## src/rtl/hazard_ctrl.sv

```systemverilog
// hazard_ctrl: pipeline hazard and sequencing controller for the five-stage CPU.
// Produces register write enables and flushes for the PC and the four pipeline
// registers, EX-stage forwarding selects, and three saturating event counters.
//
// Per-cycle priority (highest first): reset, memory freeze, branch flush,
// load-use stall, normal run. A branch that resolves while the data memory is
// busy is remembered in pending_flush and applied in the first non-busy cycle.
//
// The FSM {RUN, FREEZE} and pending_flush are exposed on dbgState as
// {pending_flush, state == FREEZE} so checkers can observe them directly.
//
// Handshake note: there is no valid/ready traffic on this block. memBusy acts as
// a level-sensitive "not ready" from the data memory: while it is high every
// pipeline register holds; the cycle in which it is low is the cycle that
// advances, and any remembered branch flush is applied in that same cycle.
module hazard_ctrl #(
  parameter int CNT_W    = 16,
  parameter int ZERO_REG = 31
) (
  input  logic             clk,
  input  logic             reset,
  input  logic [4:0]       ifidRn,
  input  logic [4:0]       ifidRm,
  input  logic             ifidUseRm,
  input  logic [4:0]       idexRn,
  input  logic [4:0]       idexRm,
  input  logic [4:0]       idexRd,
  input  logic             idexMemRead,
  input  logic [4:0]       exmemRd,
  input  logic             exmemRegWrite,
  input  logic [4:0]       memwrRd,
  input  logic             memwrRegWrite,
  input  logic             branchTaken,
  input  logic             memBusy,
  output logic             pcWrite,
  output logic             ifidWrite,
  output logic             idexWrite,
  output logic             exmemWrite,
  output logic             memwrWrite,
  output logic             ifidFlush,
  output logic             idexFlush,
  output logic             exmemFlush,
  output logic [1:0]       forwardA,
  output logic [1:0]       forwardB,
  output logic [CNT_W-1:0] stallCnt,
  output logic [CNT_W-1:0] flushCnt,
  output logic [CNT_W-1:0] freezeCnt,
  output logic [1:0]       dbgState
);

  localparam logic [4:0] ZERO = 5'(ZERO_REG);

  typedef enum logic {
    RUN    = 1'b0,
    FREEZE = 1'b1
  } state_t;

  state_t state;
  state_t state_next;
  logic   pending_flush;
  logic   pending_next;

  // Hazard terms and the single active rule for this cycle.
  logic load_use;
  logic do_flush;
  logic rule_freeze;
  logic rule_flush;
  logic rule_stall;

  assign load_use = idexMemRead && (idexRd != ZERO) &&
                    ((idexRd == ifidRn) || (ifidUseRm && (idexRd == ifidRm)));
  assign do_flush = branchTaken || pending_flush;

  // Reset masks every rule so the counters and outputs stay quiet during reset.
  assign rule_freeze = !reset && memBusy;
  assign rule_flush  = !reset && !memBusy && do_flush;
  assign rule_stall  = !reset && !memBusy && !do_flush && load_use;

  assign dbgState = {pending_flush, (state == FREEZE)};

  // State register: FSM state and the remembered branch flush.
  always_ff @(posedge clk) begin
    if (reset) begin
      state         <= RUN;
      pending_flush <= 1'b0;
    end else begin
      state         <= state_next;
      pending_flush <= pending_next;
    end
  end

  // Next-state logic and pipeline control outputs.
  always_comb begin
    state_next   = state;
    pending_next = pending_flush;
    pcWrite      = 1'b0;
    ifidWrite    = 1'b0;
    idexWrite    = 1'b0;
    exmemWrite   = 1'b0;
    memwrWrite   = 1'b0;
    ifidFlush    = 1'b0;
    idexFlush    = 1'b0;
    exmemFlush   = 1'b0;

    case (state)
      RUN:    if (memBusy) state_next = FREEZE;
      FREEZE: if (!memBusy) state_next = RUN;
      default: state_next = RUN;
    endcase

    // A branch seen while busy is held until the first free cycle, where
    // the flush below consumes it. Holding branchTaken high over several
    // busy cycles just keeps the same bit set, so only one flush results.
    if (memBusy) begin
      pending_next = pending_flush || branchTaken;
    end else begin
      pending_next = 1'b0;
    end

    if (reset || rule_freeze) begin
      // All enables and flushes stay 0: the whole pipeline holds.
    end else if (rule_flush) begin
      pcWrite    = 1'b1;
      ifidWrite  = 1'b1;
      idexWrite  = 1'b1;
      exmemWrite = 1'b1;
      memwrWrite = 1'b1;
      ifidFlush  = 1'b1;
      idexFlush  = 1'b1;
      exmemFlush = 1'b1;
    end else if (rule_stall) begin
      // Hold PC and IF/ID, inject a bubble into ID/EX.
      idexWrite  = 1'b1;
      exmemWrite = 1'b1;
      memwrWrite = 1'b1;
      idexFlush  = 1'b1;
    end else begin
      pcWrite    = 1'b1;
      ifidWrite  = 1'b1;
      idexWrite  = 1'b1;
      exmemWrite = 1'b1;
      memwrWrite = 1'b1;
    end
  end

  // EX-stage forwarding; the younger EX/MEM result wins over MEM/WR.
  always_comb begin
    forwardA = 2'b00;
    forwardB = 2'b00;
    if (!reset) begin
      if (exmemRegWrite && (exmemRd != ZERO) && (exmemRd == idexRn)) begin
        forwardA = 2'b10;
      end else if (memwrRegWrite && (memwrRd != ZERO) && (memwrRd == idexRn)) begin
        forwardA = 2'b01;
      end

      if (exmemRegWrite && (exmemRd != ZERO) && (exmemRd == idexRm)) begin
        forwardB = 2'b10;
      end else if (memwrRegWrite && (memwrRd != ZERO) && (memwrRd == idexRm)) begin
        forwardB = 2'b01;
      end
    end
  end

  // Saturating event counters, one per non-run rule.
  always_ff @(posedge clk) begin
    if (reset) begin
      stallCnt  <= '0;
      flushCnt  <= '0;
      freezeCnt <= '0;
    end else begin
      if (rule_stall && (stallCnt != '1)) begin
        stallCnt <= stallCnt + 1'b1;
      end
      if (rule_flush && (flushCnt != '1)) begin
        flushCnt <= flushCnt + 1'b1;
      end
      if (rule_freeze && (freezeCnt != '1)) begin
        freezeCnt <= freezeCnt + 1'b1;
      end
    end
  end

endmodule

```

## config.mk

```make
export PLATFORM = sky130hd
export DESIGN_NAME = hazard_ctrl
export DESIGN_NICKNAME = d
export VERILOG_FILES = /design/src/rtl/hazard_ctrl.sv
export SDC_FILE = /design/constraint.sdc
export NUM_CORES = 1
export LEC_CHECK = 0
export ABC_AREA = 1
export CAP_MARGIN = 20
export CORE_MARGIN = 10
export CORE_UTILIZATION = 30
export CTS_CLUSTER_SIZE = 20
export DETAILED_ROUTE_END_ITERATION = 6
export GPL_ROUTABILITY_DRIVEN = 0
export PLACE_DENSITY_LB_ADDON = 0.3
export SYNTH_ARGS = -nofsm -noshare
export SYNTH_HDL_FRONTEND = slang
export SYNTH_SLANG_ARGS = --single-unit
export TNS_END_PERCENT = 20
```

## constraint.sdc

```tcl
create_clock -name clk -period 4.85 [get_ports clk]
set_input_delay 1.455 -clock clk [delete_from_list [all_inputs] [get_ports clk]]
set_output_delay 1.455 -clock clk [all_outputs]
set_load 0.05 [all_outputs]
```

# Yosys cells after proc, flatten, opt, wreduce, memory -nomap -nowiden
# Index checks and enable logic that the tools add are counted.
# word_totals
out_inout_bits,62
input_bits,43
ff_bits,50
# classes
bitwise,1
n_reduce_logical,24
n_addsub,3
eq_ne,12
muxes,16
# op_table
cell,n
16-bit by 1-bit adder with 16-bit output (second input constant),3
16-bit != test (second input constant),3
5-bit == test,6
1-bit logical AND,17
5-bit != test (second input constant),3
1-bit two-way mux,12
2-bit two-way mux,4
1-bit logical NOT,3
1-bit logical OR,3
2-bit OR reduction,1
1-bit NOT,1

# Logic depth before layout (Yosys ltp)
# Gate-level depths: netlist (run 1).
# logic_depth
ltp_word,8
mapped_depth,12
depth_no_buf,12

# Worst setup path before layout (run 1)
# OpenSTA, ideal clock, no wires.
# synth_path
kind,input-to-output
start,in reset
end,out idexFlush
path_stages,5
setup_slack_ns,0.068
arrival_time_ns,3.327
required_ns,3.395
cell_sequence,nor2_2 > nand3_1 > nor2_4 > nand2_2 > a21oi_1
# synth_between
elab_chain_cells,7
# synth_rtl
item,line,source
from (decl),21,"input logic reset,"
1-bit logical NOT,--,
1-bit logical AND,"76, 77",
1-bit logical AND (2 in a row),77,assign rule_stall = !reset && !memBusy && !do_flush && load_use;
1-bit two-way mux,131,end else if (rule_stall) begin
1-bit two-way mux,122,end else if (rule_flush) begin
1-bit two-way mux *,120,if (reset || rule_freeze) begin
to (decl),41,"output logic idexFlush,"
# Mark *: on every way between the ends. The rest lies on a longest branch, timed or not.

# Worst setup path after layout (run 1)
# layout_path
start,in idexRd[4]
end,out ifidWrite
# layout_between
elab_chain_cells,8
# layout_rtl
item,line,source
from (decl),27,"input logic [4:0] idexRd,"
5-bit == test,71,((idexRd == ifidRn) || (ifidUseRm && (idexRd == ifidRm)));
1-bit logical AND,71,
1-bit logical OR,71,
1-bit logical AND *,70,assign load_use = idexMemRead && (idexRd != ZERO) &&
1-bit logical AND *,77,
1-bit two-way mux *,131,
1-bit two-way mux *,122,
1-bit two-way mux *,120,
to (decl),36,"output logic ifidWrite,"
# Marks and branches as above.

==> impl_metrics.env, run 1 <==
export IMPL_status="complete, no violations"
export IMPL_seq_area_frac_synth_pct=30.5
export IMPL_regArea_um2=1000
export IMPL_start_util_pct=30.5
export IMPL_cellPowerDensity_nw_per_um2=179
export IMPL_core_area_um2=10700
export IMPL_drive_above_1_share_pct=9.45
export IMPL_area_growth_pct=41.7
export IMPL_whs_path_depth=1
export IMPL_regToRegSetupSlack_ps=2940
export IMPL_ant_nets=0
export IMPL_yosys_area_top_type="dfxtp_1"
export IMPL_slew_violations=0
export IMPL_wl_um=9870
export IMPL_rr_worst_depth=10
export IMPL_endpoint_kind="output pin"
export IMPL_ir_drop_mv=0.126
export IMPL_die_w_um=125
export IMPL_cts_tree="done"
export IMPL_clk_pin_slew_worst_paths_ps=110
export IMPL_synth_compound_area_share_pct=9.89
export IMPL_synth_area_per_cell_um2=6.44
export IMPL_grt_antenna_before_repair=0
export IMPL_dp_hpwl_um=7950
export IMPL_hp_start="freezeCnt[3]"
export IMPL_final_setup_viol_count=0
export IMPL_synth_xor_area_share_pct=8.02
export IMPL_num_rows=38
export IMPL_synth_top_area_share_pct=30.5
export IMPL_cp_data_arrival_time_ps=3030
export IMPL_die_h_um=125
export IMPL_portBuffers=104
export IMPL_yosysWarnings=0
export IMPL_path_max_fanout=10
export IMPL_dp_cells=746
export IMPL_fin_crit_ps=4480
export IMPL_synthTopCellsByArea="dfxtp_1 (31%), nand2_1 (15%), inv_1 (8.0%)"
export IMPL_firstDrtPassIters=4
export IMPL_post_place_ws_ps=358
export IMPL_via_per_inst=4.69
export IMPL_synthAdderAreaFrac_pct=1.15
export IMPL_maxCapViolations=0
export IMPL_antenna_cells=0
export IMPL_gr_total_overflow=0
export IMPL_layout_setup_ws_ps=368
export IMPL_clock_latency_ps=310
export IMPL_netlist_instances=509
export IMPL_ios=105
export IMPL_wl_per_cell_um=13.1
export IMPL_fmax_mhz=223
export IMPL_grt_pass1_wl_um=16500
export IMPL_finalNonFillerCells=754
export IMPL_synth_top_family_by_area="simple AND/OR/NAND/NOR gates"
export IMPL_min_path_type="flop to flop"
export IMPL_grt_pass1_vias=3460
export IMPL_synth_cell_type_count=34
export IMPL_grt_max_degree=33
export IMPL_slew_headroom_pct=63.3
export IMPL_finalHoldViolations=0
export IMPL_cts_setup_buffers=0
export IMPL_n_fill_cell=1144
export IMPL_fin_skew_ps=2.99
export IMPL_multiInputGateArea_um2=1910
export IMPL_nets=659
export IMPL_muxShareOfSynthArea_pct=0
export IMPL_syn_area_um2=3280
export IMPL_synth_simple_area_share_pct=39.4
export IMPL_startpoint_type="primary input"
export IMPL_required_ps=3390
export IMPL_cts_hold_buf=0
export IMPL_reg2reg_to="flushCnt[14]"
export IMPL_post_route_period_util_pct=92.4
export IMPL_hold_end="freezeCnt[3]"
export IMPL_cts_sinks=50
export IMPL_drc=0
export IMPL_routed_via_count=3534
export IMPL_htree_levels=2
export IMPL_dieArea_um2=15500
export IMPL_numCtsBuffers=5
export IMPL_initialDrtViolationCount=192
export IMPL_cts_resized=0
export IMPL_syn_num_nets=555
export IMPL_cts_root_buf="clkbuf_8"
export IMPL_crit_type="primary input to output pin"
export IMPL_fin_util_pct=43.2
export IMPL_r2r_start="flushCnt[0]"
export IMPL_max_slew_worst_pin_slew_ps=549
export IMPL_grt_total_usage_pct=12.3
export IMPL_p_leak_nw=1.78
export IMPL_fin_setup_tns_ps=0
export IMPL_max_clock_path_buffers=2
export IMPL_grt_setup_unrepaired="false"
export IMPL_ys_ff_latch=50
==> cells in the mapped netlist <==
| cell type | n |
|---|---|
| o21ai_1 | 1 |
| buf_2 | 1 |
| nand2_2 | 6 |
| buf_1 | 2 |
| or2_2 | 2 |
| nand2_4 | 1 |
| nand4_1 | 21 |
| a21boi_1 | 1 |
| nand3b_1 | 3 |
| nor4_1 | 4 |
| buf_4 | 7 |
| ha_1 | 3 |
| inv_1 | 70 |
| nor2_1 | 65 |
| buf_6 | 1 |
| nor3_2 | 2 |
| nor2_8 | 1 |
| nor2_4 | 3 |
| dfxtp_1 | 50 |
| nor2_2 | 3 |
| nand2_1 | 128 |
| nor3b_1 | 1 |
| a21boi_4 | 1 |
| o21a_1 | 1 |
| a21oi_2 | 8 |
| nand3_1 | 26 |
| xor2_1 | 14 |
| clkbuf_1 | 3 |
| nor3_1 | 17 |
| a21oi_1 | 20 |
| nand3_2 | 1 |
| inv_2 | 3 |
| o21ai_0 | 23 |
| xnor2_1 | 16 |
==> layout make-up <==
type | count | area share [%]
Clock inverter | 3 | 0.458
Tap cell | 140 | 3.77
Multi-Input combinational cell | 372 | 41.2
Timing Repair Buffer | 111 | 25.6
Sequential cell | 50 | 21.6
Inverter | 73 | 5.90
Clock buffer | 5 | 1.48
==> state kept, by name, summed over array words and instances (netlist names) <==
name           flops
stallCnt          16
state              1
freezeCnt         16
pending_flush      1
flushCnt          16
==> routing by layer <==
layer  share of wire (%)  GRT usage (%)  vias to the layer above  wire, µm
li1                    -              -                     1821         -
met1                  46           15.2                     1584      4570
met4                 1.1           2.54                        0       104
met2                  44           19.8                      120      4380
met5                   0              0                        -         0
met3                 8.3           4.55                        9       816
==> cell usage in the layout (no fill, tap or decap), drive strengths merged <==
master | Yosys | final
buf | 11 | 19
or2 | 2 | 2
clkdlybuf4s50 | 0 | 92
nand4 | 21 | 21
a21oi | 28 | 28
dfxtp | 50 | 50
nor2 | 72 | 72
xor2 | 14 | 14
nand2 | 135 | 135
clkinvlp | 0 | 1
clkinv | 0 | 2
o21ai | 24 | 24
nor3b | 1 | 1
a21boi | 2 | 2
nand3 | 27 | 27
clkbuf | 3 | 5
ha | 3 | 3
nor4 | 4 | 4
o21a | 1 | 1
nand3b | 3 | 3
nor3 | 19 | 19
xnor2 | 16 | 16
inv | 73 | 73
==> worst max-delay path: stages <==
cell and delay (ps):
clkdlybuf4s50_1 510, inv_1 80, nor3_1 210, buf_4 160
nor2_4 60, nand2_2 100, inv_2 70, nor2_1 150
buf_4 230
==> how the worst max path moves through the flow <==
| stage | from | endpoint | slack (ps) | cells after the start |
|---|---|---|---|---|
| after global placement | reset | idexFlush | 400 | 7 |
| after CTS | idexRd[4] | ifidWrite | 340 | 9 |
| final | idexRd[4] | ifidWrite | 370 | 9 |
| after global routing | idexRd[4] | ifidWrite | 170 | 9 |
| after detailed placement | reset | idexFlush | 360 | 7 |
| after floorplan | reset | idexFlush | 70 | 5 |
==> power breakdown <==
| part | total, mW | switching [mW] | leakage, nW | internal (mW) |
|---|---|---|---|---|
| Clock | 0.254 | 0.152 | 0.0441 | 0.102 |
| Combinational | 0.159 | 0.0858 | 1.33 | 0.0730 |
| Sequential | 0.417 | 0.00362 | 0.404 | 0.414 |
==> stage by stage <==
stage          power, mW  area [µm²]  hold WS [ps]
2_1_floorplan      0.509        3280           531
3_3_place_gp       0.583        4550           477
3_5_place_dp       0.586        4550           494
4_1_cts            0.844        4640           517
5_1_grt            0.870        4640           552
6_report           0.830        4640           513
==> cells by family (layout without fill, tap and decap cells) <==
kind of cell	Yosys count	in the layout
AOI/OAI and AO/OA	55	55
xor gates and xnor gates	30	30
adders and majority gates	3	3
buffers and inverters	87	192
DFF	50	50
and+or+nand+nor	284	284
(Power assumes the default switching activity.)
==> run 2: changes to the inputs <==
RECOVER_POWER = 50   (was not set)
==> impl_metrics.env, run 2 (synthesized netlist as in run 1, its figures left out) <==
export IMPL_status="complete, no violations"
export IMPL_fin_setup_tns_ps=0
export IMPL_cp_data_arrival_time_ps=3130
export IMPL_clk_pin_slew_worst_paths_ps=100
export IMPL_ios=105
export IMPL_final_setup_viol_count=0
export IMPL_dieArea_um2=15500
export IMPL_portBuffers=104
export IMPL_required_ps=3390
export IMPL_routed_via_count=3544
export IMPL_cts_tree="done"
export IMPL_wl_per_cell_um=13.1
export IMPL_die_w_um=125
export IMPL_firstDrtPassIters=4
export IMPL_crit_buf_inv=3
export IMPL_start_util_pct=30.5
export IMPL_grt_max_degree=33
export IMPL_fin_skew_ps=3.88
export IMPL_drc=0
export IMPL_cellPowerDensity_nw_per_um2=179
export IMPL_cts_root_buf="clkbuf_8"
export IMPL_gr_total_overflow=0
export IMPL_grt_total_usage_pct=12.3
export IMPL_regArea_um2=1000
export IMPL_n_fill_cell=1148
export IMPL_cts_sinks=50
export IMPL_grt_setup_unrepaired="false"
export IMPL_via_per_inst=4.70
export IMPL_die_h_um=125
export IMPL_multiInputGateArea_um2=1900
export IMPL_htree_levels=2
export IMPL_p_leak_nw=1.87
export IMPL_grt_pass1_vias=3460
export IMPL_numCtsBuffers=5
export IMPL_cts_setup_buffers=0
export IMPL_finalHoldViolations=0
export IMPL_final_cell_mix="nand2_1 (131), inv_1 (71), nor2_1 (66), clkdlybuf4s50_1 (60), dfxtp_1 (50)"
export IMPL_min_path_type="flop to flop"
export IMPL_path_max_fanout=10
export IMPL_slew_headroom_pct=62.8
export IMPL_initialDrtViolationCount=165
export IMPL_layout_setup_ws_ps=263
export IMPL_path_cells="dlygate4sd3_1, nor2_2, nand3_1, nor2_4, nand2_2, inv_1, nor2_1, buf_4"
export IMPL_top_regs="flushCnt (16), freezeCnt (16), stallCnt (16)"
export IMPL_max_clock_path_buffers=2
export IMPL_num_rows=38
export IMPL_nets=659
export IMPL_grt_antenna_before_repair=0
export IMPL_cts_hold_buf=0
export IMPL_core_area_um2=10700
export IMPL_grt_pass1_wl_um=16500
export IMPL_post_route_period_util_pct=94.6
export IMPL_cts_resized=0
export IMPL_final_common_cell="nand2_1"
export IMPL_drive_above_1_share_pct=8.31
export IMPL_cp_slowest_stage_delay_ps=560
export IMPL_fin_util_pct=43.0
export IMPL_slew_violations=0
export IMPL_wl_um=9880
export IMPL_antenna_cells=0
export IMPL_fin_crit_ps=4590
export IMPL_area_growth_pct=41.2
export IMPL_dp_hpwl_um=7950
export IMPL_crit_path_top_delay_cell="dlygate4sd3_1"
export IMPL_ir_drop_mv=0.125
export IMPL_critPathTopFamily="buffers and inverters"
export IMPL_ant_nets=0
export IMPL_finalPower_mw=0.827
export IMPL_maxCapViolations=0
export IMPL_clock_latency_ps=300
export IMPL_crit_type="primary input to output pin"
export IMPL_fmax_mhz=218
export IMPL_post_place_ws_ps=358
export IMPL_endpoint_kind="output pin"
export IMPL_startpoint_type="primary input"
export IMPL_max_slew_worst_pin_slew_ps=556
==> run 2: path summary, 6_finish.rpt <==
path                              startpoint           end  slack, ps  depth (start not counted)
worst max register to register  freezeCnt[0]  freezeCnt[9]       2740                          9
worst min register to register  freezeCnt[3]  freezeCnt[3]        510                          1
worst min-delay path            freezeCnt[3]  freezeCnt[3]        510                          1
worst max-delay path                   reset     ifidWrite        260                          8
==> run 2: where the power goes <==
group          internal, mW  total (mW)  switching, mW  leakage (nW)
Clock                 0.102       0.254          0.152        0.0441
Sequential            0.414       0.417        0.00345         0.404
Combinational        0.0707       0.156         0.0856          1.42
Total                 0.586       0.827          0.241          1.87
==> run 2: layout make-up <==
cell class | count | share of cell area (%)
timing repair buffer | 111 | 25.5
inverter | 73 | 5.92
sequential | 50 | 21.6
clock inverter | 3 | 0.460
clock buffer | 5 | 1.49
tap | 140 | 3.79
multi-input combinational | 372 | 41.2
==> run 2: metrics by stage <==
| stage | area [µm²] | hold WS [ps] | cells |
|---|---|---|---|
| CTS | 4640 | 517 | 754 |
| finish | 4630 | 513 | 754 |
| floorplan | 3280 | 531 | 509 |
| detailed placement | 4550 | 494 | 746 |
| global placement | 4550 | 477 | 746 |
| global route | 4630 | 550 | 754 |
==> run 2: metal layers <==
layer  GRT usage (%)  routed length, µm  vias up
met4            2.54                104        0
met3            4.55                813        9
met1            15.2               4580     1592
li1                -                  -     1820
met5               0                  0        -
met2            19.8               4380      123
